<file path="src/rtl/enc_pkg.sv">
// Shared constants and helpers for the priority-encoder family.
// Mode encodings select which set request bit wins.
package enc_pkg;

   localparam int ENC_LOW_FIRST  = 0;
   localparam int ENC_HIGH_FIRST = 1;
   localparam int ENC_RR         = 2;

   // Index width that never collapses to zero bits for tiny vectors.
   function automatic int clog2_min1(input int n);
      return (n <= 2) ? 1 : $clog2(n);
   endfunction

endpackage

</file>
<file path="src/rtl/prio_find_first.sv">
// Combinational find-first: reports the first set bit of vec_i scanning
// upward (DIR=0, lowest index) or downward (DIR=1, highest index).
module prio_find_first
   import enc_pkg::*;
#(
   parameter int N   = 8,
   parameter int DIR = 0,
   localparam int W  = clog2_min1(N)
) (
   input  logic [N-1:0] vec_i,
   output logic [W-1:0] idx_o,
   output logic [N-1:0] onehot_o,
   output logic         found_o
);

   // Walk away from the winning end so the last hit written is the winner.
   always_comb begin
      idx_o    = '0;
      onehot_o = '0;
      found_o  = |vec_i;
      for (int i = 0; i < N; i++) begin
         int j;
         j = (DIR == 0) ? (N - 1 - i) : i;
         if (vec_i[j]) begin
            idx_o       = W'(j);
            onehot_o    = '0;
            onehot_o[j] = 1'b1;
         end
      end
   end

endmodule

</file>
<file path="src/rtl/prio_encoder_rr.sv">
// N-to-log2(N) priority encoder with fixed-low, fixed-high or round-robin
// arbitration, a one-deep registered output stage and valid/ready handshakes.
module prio_encoder_rr
   import enc_pkg::*;
#(
   parameter int N    = 8,
   parameter int MODE = 0,
   localparam int W   = clog2_min1(N)
) (
   input  logic         clk,
   input  logic         rst,
   input  logic [N-1:0] d,
   input  logic         in_valid,
   output logic         in_ready,
   output logic [W-1:0] y,
   output logic [N-1:0] onehot,
   output logic         any,
   output logic         multi,
   output logic         out_valid,
   input  logic         out_ready
);

   if (MODE > ENC_RR || N < 2 || N > 64) begin : gIllegal
      $error("prio_encoder_rr: illegal parameters N=%0d MODE=%0d", N, MODE);
   end

   logic [W-1:0] ptr_q, ptr_d;
   logic [W-1:0] y_q;
   logic [N-1:0] onehot_q;
   logic         any_q, multi_q, valid_q;

   logic [W-1:0] winIdx;
   logic [N-1:0] winOh;
   logic         winFound;
   logic         multiNext;
   logic         accept;

   if (MODE == ENC_RR) begin : gRr
      logic [N-1:0] maskVec;
      logic [W-1:0] maskedIdx, fullIdx;
      logic [N-1:0] maskedOh, fullOh;
      logic         maskedFound, fullFound;

      always_comb begin
         maskVec = '0;
         for (int i = 0; i < N; i++) begin
            maskVec[i] = (i >= int'(ptr_q));
         end
      end

      prio_find_first #(.N(N), .DIR(0)) uMasked (
         .vec_i   (d & maskVec),
         .idx_o   (maskedIdx),
         .onehot_o(maskedOh),
         .found_o (maskedFound)
      );

      prio_find_first #(.N(N), .DIR(0)) uFull (
         .vec_i   (d),
         .idx_o   (fullIdx),
         .onehot_o(fullOh),
         .found_o (fullFound)
      );

      // Nothing at or above the pointer means the scan wraps to index 0.
      assign winIdx   = maskedFound ? maskedIdx : fullIdx;
      assign winOh    = maskedFound ? maskedOh  : fullOh;
      assign winFound = fullFound;
   end else begin : gFixed
      prio_find_first #(.N(N), .DIR((MODE == ENC_HIGH_FIRST) ? 1 : 0)) uFind (
         .vec_i   (d),
         .idx_o   (winIdx),
         .onehot_o(winOh),
         .found_o (winFound)
      );
   end

   // Clearing the lowest set bit leaves something only if two or more were set.
   assign multiNext = |(d & (d - N'(1)));

   assign in_ready = !valid_q || out_ready;
   assign accept   = in_valid && in_ready;

   always_comb begin
      ptr_d = ptr_q;
      if (MODE == ENC_RR && accept && winFound) begin
         ptr_d = (winIdx == W'(N - 1)) ? '0 : winIdx + W'(1);
      end
   end

   always_ff @(posedge clk) begin
      if (rst) begin
         valid_q  <= 1'b0;
         y_q      <= '0;
         onehot_q <= '0;
         any_q    <= 1'b0;
         multi_q  <= 1'b0;
         ptr_q    <= '0;
      end else begin
         if (accept) begin
            valid_q  <= 1'b1;
            y_q      <= winIdx;
            onehot_q <= winOh;
            any_q    <= winFound;
            multi_q  <= multiNext;
         end else if (out_ready) begin
            valid_q  <= 1'b0;
         end
         ptr_q <= ptr_d;
      end
   end

   assign y         = y_q;
   assign onehot    = onehot_q;
   assign any       = any_q;
   assign multi     = multi_q;
   assign out_valid = valid_q;

endmodule
</file>
<file path="config.mk">
export PLATFORM = sky130hd
export DESIGN_NAME = prio_encoder_rr
export DESIGN_NICKNAME = d
export VERILOG_FILES = /design/src/rtl/enc_pkg.sv /design/src/rtl/prio_find_first.sv /design/src/rtl/prio_encoder_rr.sv
export SDC_FILE = /design/constraint.sdc
export NUM_CORES = 1
export LEC_CHECK = 0
export ABC_AREA = 1
export BUFFER_PORTS_ARGS = -buffer_cell sky130_fd_sc_hd__buf_2
export CORE_MARGIN = 1.5
export CORE_UTILIZATION = 29
export CTS_CLUSTER_DIAMETER = 80
export DETAILED_ROUTE_END_ITERATION = 12
export PLACE_DENSITY = 0.55
export REMOVE_ABC_BUFFERS = 1
export SYNTH_ARGS = -nofsm -noshare
export SYNTH_HDL_FRONTEND = slang
export SYNTH_SLANG_ARGS = --single-unit
</file>
<file path="constraint.sdc">
create_clock -name clk -period 2.6 [get_ports clk]
set_input_delay 0.52 -clock clk [delete_from_list [all_inputs] [get_ports clk]]
set_output_delay 0.52 -clock clk [all_outputs]
set_load 0.1 [all_outputs]
</file>
==> impl_results.md <==
- Status: completed
- Slew Limit Fails: 0
- Clk_lat worst skew: ~0.28 ns
- Post-Synthesis Cells: a little under 100
- Commonest cells post-synth: nand2_1 (21), dfxtp_1 (14), a21oi_1 (11), inv_1 (11), nor2_1 (10)
- CP Launch Type: input port
- Critical path type: in -> out
- CTS sink cnt: 14
- DRT iter0 DRCs: 9
- R2R Setup Slk: about 1.4 ns
- Crit path max-delay cell type: buf_2
- Register area share after synthesis: between 40% and 50%
- GRT overflow: 0
- Routed len/inst: just under 10 um
- Final-report hold violation count: 0
- NumNets Final: 138
- Dpl hpwl: ~1100 um
- Layout area overhead: 26.7%
- Synth Cell Area: roughly 680 um2
- Via-per-instance ratio: between 4 and 5
- Total power: 0.544 mW
- Final worst-path cycle share: a little under two thirds
- Hold path depth: 2
- CTS Buf Count: 3
- Antenna violations before repair: 0
- Core Area: 2210 um2
- Cell mode on critical path: buf_2
- GRT Util Overall: between 10% and 20%
- CP peak stage delay: about 0.43 ns
- Pin count of the biggest net entering global routing: 14
- Hold Crit Class: reg -> reg
- Area after DPL: 825 um2
- Avg Cell Area, Syn: 6.93 um2
- Max VDD drop: roughly 350 uV
- WP data arrival: between 1 and 1.5 ns
- Tmin final: ~1.6 ns
- Max-cap viol count: 0
- Final Setup Violations: 0
- Row cnt: 17
- DR vias: 688
- FFs w/ async S/R, synth: 0%
- Count leader, synth: nand2_1
- Vias in the first global route: slightly below 600
- Die Wd: 51.4 um
- Yosys top cell area share: between 40% and 50%
- Share of cells above drive strength 1: 30.4%
- Ys Warns: 0
- Synth area leader: dfxtp_1
- DIE HEIGHT: 51.4 um
- Routed WL: between 1500 and 2000 um
- Sw Ratio: about 38%
- Final setup skew: approximately 0.0036 ns
- Worst hold margin: 0.465 ns
- Post-CTS Hold Buffers: 0
- Global placement routability congestion: roughly 0.82
- Dpl cells: 149
- Worst path required time: 2.08 ns
- Die Footprint: 2640 um2
- Synth area leaders: dfxtp_1 (41%), nand2_1 (12%), a21oi_1 (8.1%)
- Bufs on Longest Clock Path: 2
- Synthesized flop and latch total: 14
- Ant. Diodes: 0
- Ys flop type: dfxtp_1
- Post-CTS Resized: 0
- Worst Tran Pin Value: ~0.5 ns
- Power Density: 632 nW/um2
- Leak: 0.423 nW
- EDFF count, synth: 0
- Max_slew headroom: around two thirds
- Logic pwr share: between 20% and 30%
- Sequential power share: about 43%
- First-pass GRT wire length: around 2500 um
- CTS tree: built
- Ports: 27
- CP endpoint kind: output port
- Non-Filler Instances: around 150
- Max Clk Rate: between 0.6 and 0.7 GHz
- Crit-path max FO: 3
- Drt pass-1 iters: 4
- Initial core utilization: ~30%
- Setup TNS: 0 ns
- Root Driver: clkbuf_4
- Clock Pin Slew Worst Setup and Hold Paths: about 0.08 ns
- NetSw: between 0.2 and 0.25 mW
- Int Power: ~0.34 mW
- Postcts setup bufs: 0
- Final Cell Area: roughly 860 um2
- Final routed DRC violation total: 0
- Remaining antenna violation count after routing: 0
- H-tree levels: 1
- R2R cell count: 5
- Crit-path cells: buf_2 > inv_1 > nand2_2 > buf_2
- Clock power frac: roughly 28%
- IO Port Bufs: 26
- Unrepaired setup endpoints after global routing: false
- Synth unique cells: 20
==> metrics by stage <==
stage / worst slack [ns] / util, %
6_report: 0.951 / 38.9
5_1_grt: 0.913 / 38.9
4_1_cts: 0.943 / 38.9
3_5_place_dp: 0.942 / 37.3
3_3_place_gp: 0.965 / 37.3
2_1_floorplan: 0.204 / -
==> layer usage <==
metal	vias up	GRT usage (%)	part of all wire (%)
li1	371	-	-
met1	293	16.1	50
met2	22	19.7	43
met3	2	5.26	6.1
met4	0	3.95	0.86
met5	-	0	0
==> registers in the layout, summed over array words and instances (netlist names) <==
signal     count
onehot         8
y              3
any            1
multi          1
out_valid      1
==> placed cells by master (no fill, tap or decap) <==
cell and count:
buf_2 26, nand2_1 21, dfxtp_1 14, inv_1 11, a21oi_1 11, nor2_1 10
o21ai_0 8, nand3_1 4, nand2_2 3, nor2_2 3, clkbuf_4 3, nand4_1 2
o21ai_1 2, nor2_4 1, nor3_2 1, or2_1 1, or2_0 1, a22oi_1 1
nor3_1 1, clkbuf_8 1
==> critical path, delay by kind of cell <==
kind                   cells  cell delay (ns)
and+or+nand+nor            1             0.07
buffers and inverters      3             0.54
==> power groups by stage <==
stage,combinational [mW],sequential [mW],clock [mW]
4_1_cts,0.160,0.231,0.161
5_1_grt,0.170,0.232,0.171
6_report,0.159,0.231,0.153
3_3_place_gp,0.159,0.236,0
3_5_place_dp,0.160,0.236,0
2_1_floorplan,0.0399,0.320,0
==> layout make-up <==
| type | count | area [um2] |
|---|---|---|
| clock buffers | 4 | 36.3 |
| fillers | 255 | 1350 |
| inverters | 11 | 41.3 |
| multi-input cells | 70 | 338 |
| flip-flops and latches | 14 | 280 |
| well taps | 28 | 35.0 |
| repair buffers | 26 | 130 |
==> kinds of logic (layout without fill, tap and decap cells) <==
| family | after synthesis | in the layout | share of synthesized area [%] |
|---|---|---|---|
| DFF | 14 | 14 | 41.3 |
| AOI/OAI and AO/OA | 22 | 22 | 16.6 |
| and+or+nand+nor | 48 | 48 | 33.2 |
| buffers and inverters | 14 | 41 | 9.02 |
==> path summary, 6_finish.rpt <==
| check | startpoint | end |
|---|---|---|
| setup / recovery | out_ready | in_ready |
| hold / removal | y[1] | y[1] |
| hold reg to reg | y[1] | y[1] |
| setup reg to reg | out_valid | onehot[3] |
Power figures use the tool's default switching activity.
